===== config.mk =====
export PLATFORM = sky130hd
export DESIGN_NAME = instr_fetch
export DESIGN_NICKNAME = d
export VERILOG_FILES = /design/src/rtl/instr_fetch.sv
export SDC_FILE = /design/constraint.sdc
export NUM_CORES = 1
export LEC_CHECK = 0
export ABC_AREA = 1
export CORE_ASPECT_RATIO = 0.9
export CORE_MARGIN = 2
export CORE_UTILIZATION = 51
export CTS_BUF_LIST = sky130_fd_sc_hd__clkbuf_2 sky130_fd_sc_hd__clkbuf_4 sky130_fd_sc_hd__clkbuf_8
export DETAILED_ROUTE_END_ITERATION = 16
export PLACE_DENSITY = 0.83
export SLEW_MARGIN = 20
export SYNTH_ARGS = -nofsm -noshare
export SYNTH_HDL_FRONTEND = slang
export SYNTH_SLANG_ARGS = --single-unit

===== constraint.sdc =====
create_clock -name clk -period 3.7 [get_ports clk]
set_clock_uncertainty 0.15 [all_clocks]
set_input_delay 0.74 -clock clk [delete_from_list [all_inputs] [get_ports clk]]
set_output_delay 0.74 -clock clk [all_outputs]
set_load 0.005 [all_outputs]

===== src/rtl/instr_fetch.sv =====
// Instruction fetch stage: owns the PC, fetches words over req/ack,
// and steers the next PC from the control FSM's Jump/Branch/stop.
module instr_fetch #(
  parameter logic [31:0] RESET_PC    = 32'h0000_0000,
  parameter int          ACK_TIMEOUT = 16
) (
  input  logic        clk,
  input  logic        rst,
  output logic        imem_req,
  output logic [31:0] imem_addr,
  input  logic        imem_ack,
  input  logic [31:0] imem_rdata,
  output logic [31:0] instr,
  output logic [5:0]  OpCode,
  output logic        instr_valid,
  output logic [31:0] pc,
  output logic [31:0] pc_plus4,
  input  logic        stop,
  input  logic        Jump,
  input  logic        Branch,
  input  logic        zero,
  output logic        halted,
  output logic        fetch_err
);

  localparam int CW = (ACK_TIMEOUT > 2) ? $clog2(ACK_TIMEOUT) : 1;
  localparam logic [CW-1:0] CNT_LAST = CW'(ACK_TIMEOUT - 1);

  typedef enum logic [1:0] {
    IDLE,
    REQ,
    EXEC,
    HALT
  } state_t;

  state_t        state;
  state_t        state_nx;
  logic [31:0]   pc_nx;
  logic [31:0]   instr_nx;
  logic [CW-1:0] cnt;
  logic [CW-1:0] cnt_nx;
  logic          stop_lat;
  logic          stop_lat_nx;
  logic          err_nx;
  logic [31:0]   jmp_tgt;
  logic [31:0]   br_tgt;

  assign pc_plus4    = pc + 32'd4;
  assign imem_addr   = pc;
  assign OpCode      = instr[31:26];
  assign imem_req    = (state == REQ);
  assign instr_valid = (state == EXEC);
  assign halted      = (state == HALT);

  assign jmp_tgt = {pc_plus4[31:28], instr[25:0], 2'b00};
  assign br_tgt  = pc_plus4
                 + {{14{instr[15]}}, instr[15:0], 2'b00};

  // State, PC, fetched word, wait counter and sticky flags.
  always_ff @(posedge clk or negedge rst) begin
    if (!rst) begin
      state     <= IDLE;
      pc        <= RESET_PC;
      instr     <= 32'd0;
      cnt       <= '0;
      stop_lat  <= 1'b0;
      fetch_err <= 1'b0;
    end else begin
      state     <= state_nx;
      pc        <= pc_nx;
      instr     <= instr_nx;
      cnt       <= cnt_nx;
      stop_lat  <= stop_lat_nx;
      fetch_err <= err_nx;
    end
  end

  // Next state: handshake, timeout, stop handling and next-PC choice.
  always_comb begin
    state_nx    = state;
    pc_nx       = pc;
    instr_nx    = instr;
    cnt_nx      = cnt;
    stop_lat_nx = stop_lat;
    err_nx      = fetch_err;
    unique case (state)
      IDLE: begin
        state_nx = stop ? HALT : REQ;
      end
      REQ: begin
        if (imem_ack) begin
          cnt_nx      = '0;
          stop_lat_nx = 1'b0;
          if (stop || stop_lat) begin
            state_nx = HALT;
          end else begin
            instr_nx = imem_rdata;
            state_nx = EXEC;
          end
        end else if (cnt == CNT_LAST) begin
          cnt_nx      = '0;
          stop_lat_nx = 1'b0;
          err_nx      = 1'b1;
          state_nx    = HALT;
        end else begin
          cnt_nx      = cnt + CW'(1);
          stop_lat_nx = stop_lat | stop;
        end
      end
      EXEC: begin
        if (stop) begin
          state_nx = HALT;
        end else begin
          state_nx = REQ;
          if (Jump) begin
            pc_nx = jmp_tgt;
          end else if (Branch && zero) begin
            pc_nx = br_tgt;
          end else begin
            pc_nx = pc_plus4;
          end
        end
      end
      HALT: begin
        state_nx = HALT;
      end
    endcase
  end

endmodule


* Yosys cells after proc, flatten, opt, wreduce, memory -nomap -nowiden
Cells that the tools add are included.
Word-level totals: register bits after elaboration 72, output and inout bits 138, word-level logic and storage cells 36
Operators by class: $add $sub $neg 3, equal/unequal tests 5, muxes and demuxes 11, bitwise gates (word level) 4, reduce and logical (&&, ||, !) cells 7
Operators with widths (number):
- 2-to-1 mux 32 bit | 2
- adder 32 x 3 -> 32 bit (second input constant) | 1
- adder 32 bit | 1
- 2-to-1 mux 4 bit | 2
- 2-to-1 mux 2 bit | 3
- case mux 2 bit (3 select lines) | 1
- AND reduction 3 bit | 2
- adder 4 x 1 -> 4 bit (second input constant) | 1
- equality test 2 bit (second input constant) | 2
- equality test 4 bit (second input constant) | 1
- 2-to-1 mux 1 bit | 3
- inequality test 3 x 1 -> 1 bit (second input constant) | 1
- NOT 1 bit | 3
- equality test 2 x 1 -> 1 bit (second input constant) | 1
- logical NOT 2 bit | 1
- AND reduction 2 bit | 1
- OR reduction 2 bit | 1
- logical AND 1 bit | 1
- logical OR 1 bit | 1
- OR 1 bit | 1

* Depth between registers and ports, before layout
word-level depth 4, depth in mapped cells 24, depth with buffers taken out 24

* Worst setup path before layout
No wires, ideal clock.
path type reg2reg, start point register pc[2], in the netlist imem_addr[2], end point register pc[27], in the netlist imem_addr[27], data arrival time 2.704 ns, required time 3.434 ns, setup slack 0.729 ns, stages on the path, launching flop included 21, cells stage by stage dfrtp_1 ha_1 nand2_1 nor2_2 nand2_2 nor2_4 nand2_1 xor2_1 inv_1 ha_1 nand2_1 nor2_1 inv_1 nor3_1 nand2_1 nand3_1 nand2_1 nand3_1 nand2_1 nand2_1 nand2_1
Between the ends: longest elaborated chain between the ends 4
Ends and longest elaborated chain:
- start: declaration | RTL line 16 | output logic [31:0] pc,
- start signal: assignment | RTL line 70 | pc <= pc_nx;
- adder 32 x 3 -> 32 bit | RTL line 48 | assign pc_plus4 = pc + 32'd4;
- named net pc_plus4[22] | RTL line 17 | output logic [31:0] pc_plus4,
- adder 32 bit | RTL line 57 | + {{14{instr[15]}}, instr[15:0], 2'b00};
- 2-to-1 mux 32 bit | RTL line 117 | end else if (Branch && zero) begin
- 2-to-1 mux 32 bit | RTL line 115 | if (Jump) begin
The timed path passes the listed nets, and every way through them passes these cells. A chain may end at the register's enable or synchronous reset.

* Worst setup path after layout
start point register pc[10], in the netlist imem_addr[10], end point output port pc_plus4[26]
Between the ends: longest elaborated chain between the ends 1
Ends and longest elaborated chain (RTL line):
- adder 32 x 3 -> 32 bit | 48
- end: declaration | 17
No other way between the ends.

==> summary.md <==
| Metric | Value |
|---|---|
| Status | `finished, final reports clean` |
| Area after DPL | `8270 um2` |
| Async S/R FF share, synth | `100%` |
| Largest net degree at the start of global routing | `71` |
| Most frequent CP cell | `nand2_1` |
| First-pass DRT Iterations | `5` |
| Die height | `112 um` |
| CTS buffer count | `9` |
| Clk pin slew, worst setup/hold paths | `80 ps` |
| Post-Syn Area | `6670 um2` |
| Final Net Count | `1,226` |
| Final Slew Violations | `0` |
| Initial Util | `52.4%` |
| Root buffer cell | `clkbuf_8` |
| Register area share after synthesis | `around a quarter` |
| Most frequent cell after synthesis | `nand2_1` |
| FF-to-FF path depth | `19` |
| Slew headroom | `37.8%` |
| Final WL | `22,200 um` |
| Yosys top cell by area | `dfrtp_1` |
| Hold Vio Cnt, Final | `0` |
| Worst min-delay path category | `reg2reg` |
| Hpwl dp | `17,800 um` |
| Fin area | `8480 um2` |
| IO buf count | `170` |
| Initial DRC count | `760` |
| Antenna Cells | `0` |
| First-pass GRT wire length | `around 35,000 um` |
| Total track usage | `31.9%` |
| I/O pins | `177` |
| Crit-path max cell delay | `520 ps` |
| Placement Setup Slack | `about 170 ps` |
| Required time of the critical path | `approximately 2800 ps` |
| Final min period | `roughly 3500 ps` |
| Worst skew pair latency | `370 ps` |
| Final setup TNS | `0 ps` |
| CP endpoint kind | `output port` |
| Critical path startpoint category | `flip-flop` |
| WHS Path Cells | `1` |
| CTS tree | `built` |
| CP Max Fanout | `6` |
| Post-synth EDFFs | `0` |
| Setup violations, final | `0` |
| Critical path class | `reg2out` |
| Grt ovf | `0` |
| Final WS setup | `224 ps` |
| Crit-path slowest cell | `dfrtp_1` |
| Initial antenna violation count | `0` |
| Top post-synthesis cells by area | `dfrtp_1 26%, nand2_1 18%, inv_1 8.8%, ha_1 6.9%, nor2_1 5.1%` |
| Vias in the first global route | `~6,700` |
| Synth cell count leaders | `321 x nand2_1, 157 x inv_1, 91 x nor2_1` |
| Clock tree sinks | `70` |
| Count of cell types in the netlist | `46` |
| Power Density | `between 150 and 200 nW/um2` |
| DIE AREA | `14,000 um2` |
| Non-filler instance count after layout | `about 1,300` |
| Placed Cells | `roughly 1,300` |
| Max rail drop VDD | `about 0.00025 V` |
| Syn. warnings | `0` |
| Max-Cap Viols | `0` |
| Highest clock rate | `0.288 GHz` |
| Core box area | `12,700 um2` |
| Clock buffer depth | `2` |
| Register Area | `about 1800 um2` |
| Yosys top cell area share | `between 20% and 30%` |
| CTS H-tree lvls | `3` |
| DRC viols | `0` |
| Layout cells sized above 1 | `8.93%` |
| Crit path cell chain | `nand2_2 > nor3_1 > nand2_1 > nor2_4 > nand2_1 > xor2_2 > inv_1 > clkdlybuf4s50_1` |
| Mapped Cells | `1,010` |
| Worst path arrival time | `around 2600 ps` |
| Layout area overhead | `27.1%` |
| Multi-input logic area | `3960 um2` |
| Row cnt | `39` |
| Worst-Margin Slew | `934 ps` |
| Vias | `6,993` |
| Die width | `around 120 um` |
| Placer Congestion | `1.02` |
| Post-Syn Area per Cell | `about 6.6 um2` |
| Register bit total from synthesis | `70` |
| Leakage | `4.42 nW` |
| Antenna Nets Post-Route | `0` |
| Vias per inst | `about 5.3` |
| Filler instances | `1,117` |
| Final period util | `93.9%` |
| Synth Flop Type | `dfrtp_1` |
| Average wire per cell in the routed design | `16.8 um` |
| Total chip power | `0.00151 W` |
-- metrics by stage --
step           hold slack, ps  utilization [%]
6_report                  339             66.6
5_1_grt                   372             66.6
4_1_cts                   351             66.4
2_1_floorplan             294                -
3_5_place_dp              328             64.9
3_3_place_gp              324             64.9
-- final timing paths --
path / startpoint / end / slack [ps]
max: imem_addr[10]$_DFFE_PN0P_ / pc_plus4[26] / 220
min: fetch_err$_DFFE_PN0P_ / fetch_err$_DFFE_PN0P_ / 340
max reg2reg: imem_addr[10]$_DFFE_PN0P_ / imem_addr[27]$_DFFE_PN0P_ / 280
min reg2reg: fetch_err$_DFFE_PN0P_ / fetch_err$_DFFE_PN0P_ / 340
max in group asynchronous: rst / imem_addr[2]$_DFFE_PN0P_ / 2390
min in group asynchronous: rst / instr[29]$_DFFE_PN0P_ / 370
-- cell usage in the layout (no fill, tap or decap), types with 7 or more instances in the layout --
master / count
nand2_1: 321
clkdlybuf4s50_1: 169
inv_1: 157
nor2_1: 91
nand3_1: 68
dfrtp_1: 68
a21oi_1: 40
ha_1: 36
mux2_2: 29
xor2_1: 21
o21ai_0: 21
buf_4: 11
nand2_2: 10
clkbuf_8: 9
nor3_1: 7
-- state kept, by name (all words and copies together), names as in the netlist --
signal and flops:
instr 32, cnt 4, state 2, fetch_err 1
stop_lat 1, imem_addr 30
-- metal layers --
layer,part of all wire (%),routed length [um],vias to the layer above,track usage (%)
li1,-,-,3377,-
met3,10,2260,51,8.34
met4,3.0,675,0,11.9
met1,44,9790,3206,44.4
met5,0,0,-,0
met2,43,9450,359,48.0
-- cell type report --
cell class	count	area share [%]
timing repair buffer	180	20.9
inverter	159	7.04
multi-input combinational	729	46.6
clock buffer	10	1.55
tap	164	2.42
clock inverter	6	0.738
sequential	70	20.7
-- logic make-up (layout without fill, tap and decap cells) --
| group | count (synthesis) | in the layout | share of synthesized area [%] |
|---|---|---|---|
| other | 1 | 6 | 0.0562 |
| muxes | 29 | 29 | 4.90 |
| adders and majority gates | 38 | 38 | 7.24 |
| xor gates and xnor gates | 30 | 30 | 4.17 |
| and+or+nand+nor | 534 | 534 | 34.3 |
| buffers and inverters | 216 | 355 | 14.9 |
| AOI/OAI and AO/OA | 92 | 92 | 8.12 |
| DFF | 70 | 70 | 26.3 |
-- worst max-delay path: cells and delay by family, from the launching register on --
kind,cells,cell delay [ps]
XOR/XNOR,1,180
buffers and inverters,2,630
flip-flops,1,520
AND/OR/NAND/NOR,5,870
-- repair_timing --
action,4_1_cts,5_1_grt
endpoints found under the setup margin,0,10
buffers inserted,0,0
gates resized for setup,0,5
hold buffers,0,0
-- report_power, final --
group	internal (W)	leakage, nW	total (W)	switching, W
Sequential	0.000765	0.854	0.000765	0.000000277
Clock	0.000317	0.0917	0.000645	0.000328
Combinational	0.0000461	3.47	0.000100	0.0000542
Total	0.00113	4.42	0.00151	0.000383
No activity file was read; power rests on OpenSTA's default activity.
